### src/rtl/regfile_wr_sched.sv
// regfile_wr_sched: zero-fills the register file after reset, then shares its single write port
// between pipeline writeback (priority) and a buffered load-return FIFO. Option: REGFILE_WR_CONFLICT_CNT_EN.
module regfile_wr_sched #(
    parameter int NUM_THREADS   = 4,
    parameter int DWIDTH        = 32,
    parameter int LD_FIFO_DEPTH = 2,
    localparam int TW           = $clog2(NUM_THREADS)
) (
    input  logic              clk,
    input  logic              reset_n,
    input  logic              i_wb_valid,
    input  logic [TW-1:0]     i_wb_thread,
    input  logic [4:0]        i_wb_addr,
    input  logic [DWIDTH-1:0] i_wb_data,
    input  logic              i_ld_valid,
    output logic              o_ld_ready,
    input  logic [TW-1:0]     i_ld_thread,
    input  logic [4:0]        i_ld_addr,
    input  logic [DWIDTH-1:0] i_ld_data,
    output logic              o_rf_wr_en,
    output logic [TW-1:0]     o_rf_thread,
    output logic [4:0]        o_rf_addr,
    output logic [DWIDTH-1:0] o_rf_data,
    output logic              o_init_done,
    output logic [15:0]       o_conflict_cnt
);
    localparam int RF_SIZE = 32 * NUM_THREADS;
    localparam int CW      = $clog2(RF_SIZE) + 1;
    localparam int PW      = $clog2(LD_FIFO_DEPTH);

    typedef enum logic {S_INIT, S_RUN} state_t;

    state_t            r_state;
    logic [CW-1:0]     r_init_cnt;
    logic [PW:0]       r_count;
    logic [PW-1:0]     r_rd_ptr;
    logic [PW-1:0]     r_wr_ptr;
    logic [TW-1:0]     r_fifo_thread [LD_FIFO_DEPTH];
    logic [4:0]        r_fifo_addr   [LD_FIFO_DEPTH];
    logic [DWIDTH-1:0] r_fifo_data   [LD_FIFO_DEPTH];

    logic w_run, w_wb_wr, w_nonempty, w_pop, w_push;

    assign w_run      = r_state == S_RUN;
    assign w_wb_wr    = w_run && i_wb_valid && i_wb_addr != 5'd0;
    assign w_nonempty = r_count != '0;
    // Pop decision uses registered occupancy, so a load accepted this cycle cannot also drain this cycle.
    assign w_pop      = w_run && !w_wb_wr && w_nonempty;
    assign o_ld_ready = w_run && r_count != (PW+1)'(LD_FIFO_DEPTH);
    assign w_push     = i_ld_valid && o_ld_ready && i_ld_addr != 5'd0;

    always_ff @(posedge clk or negedge reset_n) begin
        if (!reset_n) begin
            r_state     <= S_INIT;
            r_init_cnt  <= '0;
            r_count     <= '0;
            r_rd_ptr    <= '0;
            r_wr_ptr    <= '0;
            o_rf_wr_en  <= 1'b0;
            o_rf_thread <= '0;
            o_rf_addr   <= '0;
            o_rf_data   <= '0;
            o_init_done <= 1'b0;
        end else begin
            o_rf_wr_en <= 1'b0;
            if (r_state == S_INIT) begin
                if (r_init_cnt == CW'(RF_SIZE)) begin
                    o_init_done <= 1'b1;
                    r_state     <= S_RUN;
                end else begin
                    o_rf_wr_en               <= 1'b1;
                    {o_rf_thread, o_rf_addr} <= r_init_cnt[CW-2:0];
                    o_rf_data                <= '0;
                    r_init_cnt               <= r_init_cnt + CW'(1);
                end
            end else if (w_wb_wr) begin
                o_rf_wr_en  <= 1'b1;
                o_rf_thread <= i_wb_thread;
                o_rf_addr   <= i_wb_addr;
                o_rf_data   <= i_wb_data;
            end else if (w_pop) begin
                o_rf_wr_en  <= 1'b1;
                o_rf_thread <= r_fifo_thread[r_rd_ptr];
                o_rf_addr   <= r_fifo_addr[r_rd_ptr];
                o_rf_data   <= r_fifo_data[r_rd_ptr];
            end
            if (w_push) r_wr_ptr <= r_wr_ptr + PW'(1);
            if (w_pop) r_rd_ptr <= r_rd_ptr + PW'(1);
            r_count <= r_count + (PW+1)'(w_push) - (PW+1)'(w_pop);
        end
    end

    always_ff @(posedge clk) begin
        if (w_push) begin
            r_fifo_thread[r_wr_ptr] <= i_ld_thread;
            r_fifo_addr[r_wr_ptr]   <= i_ld_addr;
            r_fifo_data[r_wr_ptr]   <= i_ld_data;
        end
    end

`ifdef REGFILE_WR_CONFLICT_CNT_EN
    logic [15:0] r_conflict_cnt;

    always_ff @(posedge clk or negedge reset_n) begin
        if (!reset_n) r_conflict_cnt <= '0;
        else if (w_wb_wr && w_nonempty && r_conflict_cnt != 16'hFFFF) r_conflict_cnt <= r_conflict_cnt + 16'd1;
    end

    assign o_conflict_cnt = r_conflict_cnt;
`else
    assign o_conflict_cnt = 16'd0;
`endif
endmodule

### config.mk
export PLATFORM = sky130hd
export DESIGN_NAME = regfile_wr_sched
export DESIGN_NICKNAME = d
export VERILOG_FILES = /design/src/rtl/regfile_wr_sched.sv
export SDC_FILE = /design/constraint.sdc
export NUM_CORES = 1
export LEC_CHECK = 0
export ABC_AREA = 0
export ABC_CLOCK_PERIOD_IN_PS = 2900
export CAP_MARGIN = 15
export CORE_MARGIN = 1
export CORE_UTILIZATION = 30
export DETAILED_ROUTE_END_ITERATION = 10
export PLACE_DENSITY = 0.56
export SETUP_SLACK_MARGIN = 0.2
export SLEW_MARGIN = 10
export SYNTH_ARGS = -nofsm -noshare
export SYNTH_HDL_FRONTEND = slang
export SYNTH_SLANG_ARGS = --single-unit
export TNS_END_PERCENT = 30
### constraint.sdc
create_clock -name clk -period 2.9 [get_ports clk]
set_input_delay 0.58 -clock clk [delete_from_list [all_inputs] [get_ports clk]]
set_output_delay 0.58 -clock clk [all_outputs]
set_load 0.02 [all_outputs]
# --- After elaboration in Yosys (flattened, before gate mapping) ---
# Memory sizes are Yosys's and may differ from the RTL's.
# Cells that the tools add are included.
word_totals:
  register_bits: 54
  mem_bits_rw: 78
  in_bits: 82
  out_inout_bits: 58
  word_cells: 58
  n_memories: 3
memory_table:
  columns: ["name", "words", "word_bits", "read_ports", "rd_ports_with_merged_regs", "write_ports", "line", "text"]
  rows:
  - ["r_fifo_data", 2, 32, 1, 0, 1, "40", "logic [DWIDTH-1:0] r_fifo_data [LD_FIFO_DEPTH];"]
  - ["r_fifo_addr", 2, 5, 1, 0, 1, "39", "logic [4:0] r_fifo_addr [LD_FIFO_DEPTH];"]
  - ["r_fifo_thread", 2, 2, 1, 0, 1, "38", "logic [TW-1:0] r_fifo_thread [LD_FIFO_DEPTH];"]
classes:
  addsub: 5
  n_eq_ne: 4
  muxes: 20
  bitwise_logic: 2
  n_reduce_logical: 14
ops:
  columns: ["op", "n"]
  rows:
  - ["$mux W32", 4]
  - ["$mux W5", 4]
  - ["$reduce_bool A5 Y1", 2]
  - ["$add A8 B1 Y8 const B", 1]
  - ["$eq A8 B8 Y1 const B", 1]
  - ["$mux W1", 8]
  - ["$mux W2", 4]
  - ["$logic_and A1 B1 Y1", 7]
  - ["$reduce_and A2 Y1", 3]
  - ["$ne A2 B2 Y1 const B", 2]
  - ["$ne A3 B1 Y1 const B", 1]
  - ["$add A1 B1 Y1 const B", 2]
  - ["$add A2 B1 Y2", 1]
  - ["$not A1 Y1", 2]
  - ["$reduce_bool A2 Y1", 1]
  - ["$sub A2 B1 Y2", 1]
  - ["$logic_not A1 Y1", 1]

# --- Depth between registers and ports, before layout ---
# Gate-level depths: netlist (run 1).
logic_depth:
  ltp_word: 8
  mapped_depth: 10
  mapped_depth_nobuf: 9

# --- Worst setup path before layout (run 1) ---
# OpenSTA, ideal clock, no wires.
synth_path:
  path_kind: "reg-to-reg"
  from: "register r_count[0]"
  to: "memory r_fifo_addr[0][0] (enable)"
  setup_ns: 0.440
  t_arrival_ns: 3.104
  setup_slack_ns: -0.644
  path_stages_with_launch: 5
  n_path_buf: 0
  synth_period_minus_slack_ns: 3.544
  path_cell_list: "dfrtp_1 -> inv_1 -> a21boi_0 -> o211a_1 -> nor2b_1"
synth_via:
  elab_chain_cells: 6
synth_lines:
  columns: ["element", "line", "text"]
  rows:
  - ["start, declared", "35", "logic [PW:0] r_count;"]
  - ["start signal, assigned", "89", "r_count <= r_count + (PW+1)'(w_push) - (PW+1)'(w_pop);"]
  - ["$ne A2 B2 Y1", "49", "assign o_ld_ready = w_run && r_count != (PW+1)'(LD_FIFO_DEPTH);"]
  - ["$logic_and A1 B1 Y1", "49", null]
  - ["named net o_ld_ready", "16", "output logic o_ld_ready,"]
  - ["$logic_and A1 B1 Y1 (2 in series)", "50", "assign w_push = i_ld_valid && o_ld_ready && i_ld_addr != 5'd0;"]
  - ["$mux W1", "94", "if (w_push) begin"]
  - ["$mux W1 (not written as such)", "96", "r_fifo_addr[r_wr_ptr] <= i_ld_addr;"]
  - ["end, declared", "39", null]
# The timed path passes the listed nets, and every way through them passes these cells.

# --- Worst setup path in the final report (run 1) ---
layout_path:
  from: "register r_count[0]"
  to: "output port o_ld_ready"
layout_via:
  elab_chain_cells: 2
layout_lines:
  columns: ["element", "line"]
  rows:
  - ["$ne A2 B2 Y1", "49"]
  - ["$logic_and A1 B1 Y1", "49"]
  - ["end, declared", "16"]
# No other way between the ends.

==> summary.md, run 1 <==
| Metric | Value |
|---|---|
| Largest net degree at the start of global routing | `68` |
| Worst-path clk slew | `50 ps` |
| Worst path required time | `2320 ps` |
| Top_reg_cell synth | `edfxtp_1` |
| Largest family of logic cells by synthesized area | `simple AND/OR/NAND/NOR gates` |
| Port Buffers | `123` |
| Postcts setup bufs | `0` |
| Reg2Reg Setup Slack | `640 ps` |
| CTS tree | `yes` |
| Sink Count | `between 100 and 150` |
| Crit Path Category | `reg -> out` |
| Distinct cells, synth | `45` |
| Compound-gate portion of the synthesized area | `8.51%` |
| Mux contribution to synthesized area | `7.93%` |
| Worst hold path class | `in -> async` |
| Fmax | `roughly 400 MHz` |
| Status | `finished, violations left` |
| Tightest Pin Transition | `687 ps` |
| Peak VDD IR | `0.000388 V` |
| Die height | `about 140 um` |
| Sequential share of the synthesized area | `between 60% and 70%` |
| Rows | `between 40 and 50` |
| Post-synth top area share | `41.7%` |
| Fill count | `1677` |
| Synthesis Warnings | `0` |
| CTS H-Tree Depth | `4` |
| Violated checks | `design-rule violations` |
| Total power | `roughly 4.3 mW` |
| Mapped Avg Cell Area | `around 14 um^2` |
| RSZ-0062 raised after global routing | `false` |
| Worst setup EP type | `output pin` |
| Ports | `140` |
| Initial DRC Count | `227` |
| Max cap viols | `0` |
| Mapped Area | `5620 um^2` |
| Max Root-Sink Buffers | `2` |
| P&R area growth vs syn | `36.2%` |
| Final setup fails | `0` |
| Detailed placer's ending HPWL | `8310 um` |
| Period utilization | `87.7%` |
| Synth async-reset ratio | `about 41%` |
| All-layer global routing usage | `around 14%` |
| Setup TNS | `0 ps` |
| Pre-Repair DR Iteration Count | `7` |
| First-pass GRT wire length | `20100 um` |
| Synth area leader | `edfxtp_1` |
| Layout cells sized above 1 | `11.0%` |
| Post-Route WL | `12600 um` |
| Min cycle time layout | `2540 ps` |
| Worst EP arrival | `1960 ps` |
| Top post-synthesis cells by count | `edfxtp_1 (78), dfrtp_1 (54), mux2i_1 (40), and3_1 (33)` |
| Post-Synth Simple-Gate Area | `10.4%` |
| DRC Markers | `11` |
| Post-synth EDFFs | `78` |
| Fraction of the mapped netlist area in adder cells | `0.891%` |
| Remaining Overflow, GRT | `0` |
| Core Region | `18100 um^2` |
| Slew HR | `54.2%` |
| Count leader, synth | `edfxtp_1` |
| Total CTS buffers | `17` |
| Synth top area cells | `edfxtp_1 (42%), dfrtp_1 (24%), mux2i_1 (7.1%)` |
| Vias per cell | `4.75` |
| Synth Register Bits | `132` |
| Chip Width | `139 um` |
| Antenna Nets Post-Route | `0` |
| Clock Latency Late Sink | `410 ps` |
| Max FO, Critical Path | `8` |
| Final Slew Violations | `0` |
| Synth Area in XOR/XNOR | `1.56%` |
| Post-Synthesis Cells | `slightly below 400` |
| Drt wl/cell | `16.5 um` |
| Starting Density | `31.0%` |
| DIE AREA | `approximately 19000 um^2` |
| Diode count | `0` |
| Final Hold Fails | `0` |
| Layout net count | `609` |
| Clock root cell | `clkbuf_16` |
| Initial antenna violation count | `0` |
| Leakage | `3.33 nW` |
| Skew final | `6.84 ps` |
| Vias in the first global route | `3785` |
| Power density over the cells | `between 500 and 600 nW/um^2` |
| Crit path launch type | `flip-flop` |
| Final GP Congestion | `0.783` |
| Via Count | `3637` |
==> routing by layer <==
| metal | up-vias | share of wire, % | GRT usage, % |
|---|---|---|---|
| met3 | 7 | 5.0 | 4.97 |
| met4 | 0 | 0.64 | 4.44 |
| li1 | 1726 | - | - |
| met2 | 91 | 50 | 22.4 |
| met5 | - | 0 | 0 |
| met1 | 1813 | 44 | 16.7 |
==> path summary, 6_finish.rpt <==
kind,start,end,depth (start not counted)
max in group asynchronous,reset_n,o_rf_data[14],2
min in group clk,o_init_done,o_init_done,1
max reg2reg,r_count[0],r_fifo_data[0][17],5
max,r_count[0],o_ld_ready,3
min,reset_n,r_rd_ptr,1
min reg2reg,o_init_done,o_init_done,1
==> flip-flops by register name (all words and copies together), names as in the netlist, 2 cells and up <==
signal / count
o_rf_addr: 5
o_rf_data: 32
o_rf_thread: 2
r_count: 2
r_fifo_addr: 10
r_fifo_data: 64
r_fifo_thread: 4
r_init_cnt: 8
==> area by class of cell <==
cell class	count	area (um^2)	area share, %
Sequential cell	132	3690	48.3
Multi-Input combinational cell	232	1730	22.6
Timing Repair Buffer	133	1340	17.5
Clock buffer	18	439	5.74
Tap cell	229	287	3.74
Clock inverter	14	136	1.78
Inverter	7	28.8	0.376
==> cell usage in the layout (no fill, tap or decap), drive strengths merged, types with 8 or more instances in the layout <==
cell type,count
edfxtp,78
and3,33
buf,11
nor3,33
mux2i,40
clkbuf,18
a211o,32
nand2,8
inv,8
clkdlybuf4s50,122
dfrtp,54
clkinv,8
conb,16
==> power breakdown <==
part           leakage [nW]  internal [mW]  total (mW)  switching (mW)
registers              1.42           2.00        2.01          0.0131
logic                  1.63          0.126       0.222          0.0961
clock network         0.277           1.28        2.04           0.764
total                  3.33           3.40        4.27           0.874
==> cells by family (layout without fill, tap and decap cells) <==
group / count (synthesis) / after routing
compound gates: 59 / 59
fa+ha+maj: 4 / 4
xor+xnor: 10 / 10
buf+inv: 46 / 172
simple gates: 99 / 99
other cells: 1 / 16
flops: 132 / 132
mux: 44 / 44
==> stage by stage <==
stage / cells / util, % / setup WS [ps] / area [um^2] / hold WS [ps]
finish: 765 / 42.2 / 358 / 7650 / 213
global route: 765 / 42.2 / 208 / 7650 / 252
CTS: 765 / 42.2 / 240 / 7650 / 219
detailed placement: 733 / 39.0 / 132 / 7080 / 462
global placement: 733 / 39.0 / 150 / 7080 / 453
floorplan: 410 / - / 197 / 5680 / 284
==> worst max-delay path, cell delays in order, from the launching register on <==
cell and delay, ps:
dfrtp_1 510, inv_1 70, a21boi_1 310, clkdlybuf4s50_1 670
==> timing repair <==
action                     4_1_cts  5_1_grt
setup endpoints to repair        0        1
hold endpoints to repair         0        0
hold buffers                     0        0
resized for setup                0        1
Power figures use the tool's default switching activity.
==> run 2, diff against run 1 <==
Settings changed: ABC_AREA 0 to 1, GPL_TIMING_DRIVEN set to 0.
==> run 2 against run 1 <==
The flow now finishes without violations; flip-flop and latch count stayed put; wire length grew 18%; via count rose by 23%; worst hold slack gained 21 ps; cell area rose by 6.6%; combinational power decreased by 19%; utilization is 1.0 points higher; non-clock buffer count up 40; synthesized cell count is 54% higher; count of clock-buffer cells in the layout increased by 2; clock power increased by 12%; clock skew about the same; largest cell class unchanged.
==> summary.md, run 2 <==
| Metric | Value |
|---|---|
| Post-cts resize count | `1 (+1)` |
| CTS tree | `yes` |
| Setup TNS | `0 ps (unchanged)` |
| Largest net degree at the start of global routing | `55 (-19%)` |
| Clock root cell | `clkbuf_16` |
| Synth area leader | `edfxtp_1` |
| Mapped Avg Cell Area | `9.59 um^2 (-33%)` |
| Clock Latency Late Sink | `410 ps (about the same)` |
| Period utilization | `87.1% (-0.59 points)` |
| Layout cells sized above 1 | `10.1% (-0.91 points)` |
| Die height | `142 um (+2.0%)` |
| Crit Path Category | `reg -> out` |
| Diode count | `0 (unchanged)` |
| Worst EP arrival | `1950 ps (about the same)` |
| Final GP Congestion | `0.742 (-5.2%)` |
| DIE AREA | `20100 um^2 (+4.1%)` |
| Leakage | `3.63 nW (+9.2%)` |
| Worst-path clk slew | `60 ps (about the same)` |
| Synth top area cells | `edfxtp_1 (40%), dfrtp_1 (23%), nand2_1 (18%)` |
| Total CTS buffers | `17 (unchanged)` |
| Min cycle time layout | `2530 ps (-17.2 ps)` |
| Reg2reg start | `r_state` |
| Count leader, synth | `nand2_1` |
| Largest register FFs | `64 (unchanged)` |
| Vias per cell | `4.30 (-9.6%)` |
| Initial antenna violation count | `0 (unchanged)` |
| Vias in the first global route | `4305 (+14%)` |
| Synthesis Warnings | `0 (unchanged)` |
| All-layer global routing usage | `15.5% (+1.8 points)` |
| Fmax | `396 MHz (+0.68%)` |
| Post-synth top area share | `40.0% (-1.7 points)` |
| Antenna Nets Post-Route | `0 (unchanged)` |
| Worst setup EP type | `output pin` |
| Top_reg_cell synth | `edfxtp_1` |
| Sequential share of the synthesized area | `63.1% (-2.6 points)` |
| Port Buffers | `123 (unchanged)` |
| Final Hold Fails | `0 (unchanged)` |
| First-pass GRT wire length | `23000 um (+14%)` |
| Most frequent cells in the layout | `nand2_1 (287), clkdlybuf4s50_1 (122), nand3_1 (83), edfxtp_1 (78), dfrtp_1 (54)` |
| Post-route non-filler standard cell count | `1042 (+36%)` |
| Cts hold-fix bufs | `0 (unchanged)` |
| Initial DRC Count | `183 (-19%)` |
| Remaining Overflow, GRT | `0 (unchanged)` |
| Drt wl/cell | `14.3 um (-13%)` |
| Tightest Pin Transition | `755 ps (+67.1 ps)` |
| Sink Count | `132 (unchanged)` |
| Final setup fails | `0 (unchanged)` |
| Total power | `4.46 mW (+4.3%)` |
| Max cap viols | `0 (unchanged)` |
| Rows | `50 (+2.0%)` |
| Top post-synthesis cells by count | `nand2_1 (287), nand3_1 (83), edfxtp_1 (78), dfrtp_1 (54), buf_4 (20)` |
| P&R area growth vs syn | `39.4%` |
| Worst path required time | `2320 ps (about the same)` |
| Crit path launch type | `flip-flop` |
| Mapped Area | `5850 um^2 (+4.2%)` |
| Max Root-Sink Buffers | `2 (unchanged)` |
| DRC Markers | `0 (-11)` |
| Fill count | `1886 (+12%)` |
| Skew final | `6.74 ps (-0.104 ps)` |
| Peak VDD IR | `0.000387 V (-0.34%)` |
| Distinct cells, synth | `28 (-38%)` |
| Synth async-reset ratio | `40.9% (unchanged)` |
| Via Count | `4477 (+23%)` |
| Reg with most FFs | `r_fifo_data` |
| Postcts setup bufs | `0 (unchanged)` |
| CTS H-Tree Depth | `4 (unchanged)` |
| Final worst slack | `375 ps (+17.2 ps)` |
| Origin of the worst setup path | `r_state` |
| Starting Density | `31.0% (about the same)` |
| Dpl ws | `115 ps (-17.0 ps)` |
| RSZ-0062 raised after global routing | `false` |
| Post-Synthesis Cells | `610 (+54%)` |
| Chip Width | `142 um (+2.0%)` |
| Layout net count | `855 (+40%)` |
| Largest regs | `r_fifo_data (64), o_rf_data (32), r_fifo_addr (10)` |
| Ports | `140 (unchanged)` |
| Final Slew Violations | `0 (unchanged)` |
| Status | `finished, final reports clean` |
| Post-synth EDFFs | `78 (unchanged)` |
| Worst hold path class | `in -> async` |
| Slew HR | `49.7% (-4.5 points)` |
| Power density over the cells | `547 nW/um^2 (-2.1%)` |
| Synth Register Bits | `132 (unchanged)` |
| Placed Cells | `1010 (+38%)` |
| Core Region | `18900 um^2 (+4.1%)` |
| Post-Route WL | `14900 um (+18%)` |
| Commonest non-fill, non-tap cell in the layout | `nand2_1` |
| Max FO, Critical Path | `10 (+2)` |
| Pre-Repair DR Iteration Count | `5 (-2)` |
| Detailed placer's ending HPWL | `10500 um (+26%)` |
==> run 2: cell count changes in the layout (fill, tap and decap cells not counted), moves of 14 or more <==
cell / previous run / this run
a211o_1: 32 / 0
and3_1: 33 / 0
nor3_1: 32 / 1
nand2_1: 7 / 287
nand3_1: 4 / 83
buf_4: 7 / 21
mux2i_1: 40 / 0
==> run 2: per-layer routing <==
layer	global-route usage (%)	share of wire (%)
met3	4.86	5.4
met5	0	0
met1	18.4	44
met4	5.26	1.6
met2	26.5	49
==> run 2: cell type report <==
| type | count | area (um^2) | share of cell area [%] |
|---|---|---|---|
| tap | 260 | 325 | 3.99 |
| clock buffer | 20 | 457 | 5.60 |
| inverter | 17 | 63.8 | 0.782 |
| sequential | 132 | 3690 | 45.3 |
| multi-input combinational | 428 | 1880 | 23.0 |
| clock inverter | 12 | 179 | 2.19 |
| buffer | 48 | 292 | 3.57 |
| timing repair buffer | 125 | 1270 | 15.6 |
==> run 2: critical path: stages (launching register included) <==
cell and delay (ps):
dfrtp_1 310, buf_2 220, inv_2 160, a21oi_2 210, clkdlybuf4s50_1 640
==> run 2: worst paths after layout <==
path	endpoint	slack, ps	depth (start not counted)
max	o_ld_ready	370	4
min	o_rf_data[15]	230	1
max reg2reg	r_fifo_addr[1][4]	580	6
min reg2reg	o_init_done	460	2
max in group asynchronous	o_rf_data[5]	2150	1
min in group clk	o_init_done	460	2
==> run 2: metrics by stage <==
| step | instance area [um^2] | utilization (%) | hold WS, ps |
|---|---|---|---|
| 3_5_place_dp | 7520 | 39.8 | 450 |
| 2_1_floorplan | 5910 | - | 284 |
| 4_1_cts | 8160 | 43.2 | 255 |
| 6_report | 8160 | 43.2 | 234 |
| 3_3_place_gp | 7460 | 39.5 | 446 |
| 5_1_grt | 8160 | 43.2 | 278 |
==> run 2: logic make-up (layout without fill, tap and decap cells) <==
kind of cell	after synthesis	after routing	synth area share, %
and+or+nand+nor	390	390	27.2
DFF	132	132	63.1
buffers and inverters	65	222	6.07
xor gates and xnor gates	10	10	1.50
AOI/OAI and AO/OA	8	8	1.15
adders and majority gates	4	4	0.855
other	1	16	0.0641
==> run 2: power by group <==
part | total (mW) | switching [mW] | internal (mW)
clock network | 2.28 | 0.798 | 1.49
registers | 1.99 | 0 | 1.99
logic | 0.180 | 0.0694 | 0.111
total | 4.46 | 0.867 | 3.59
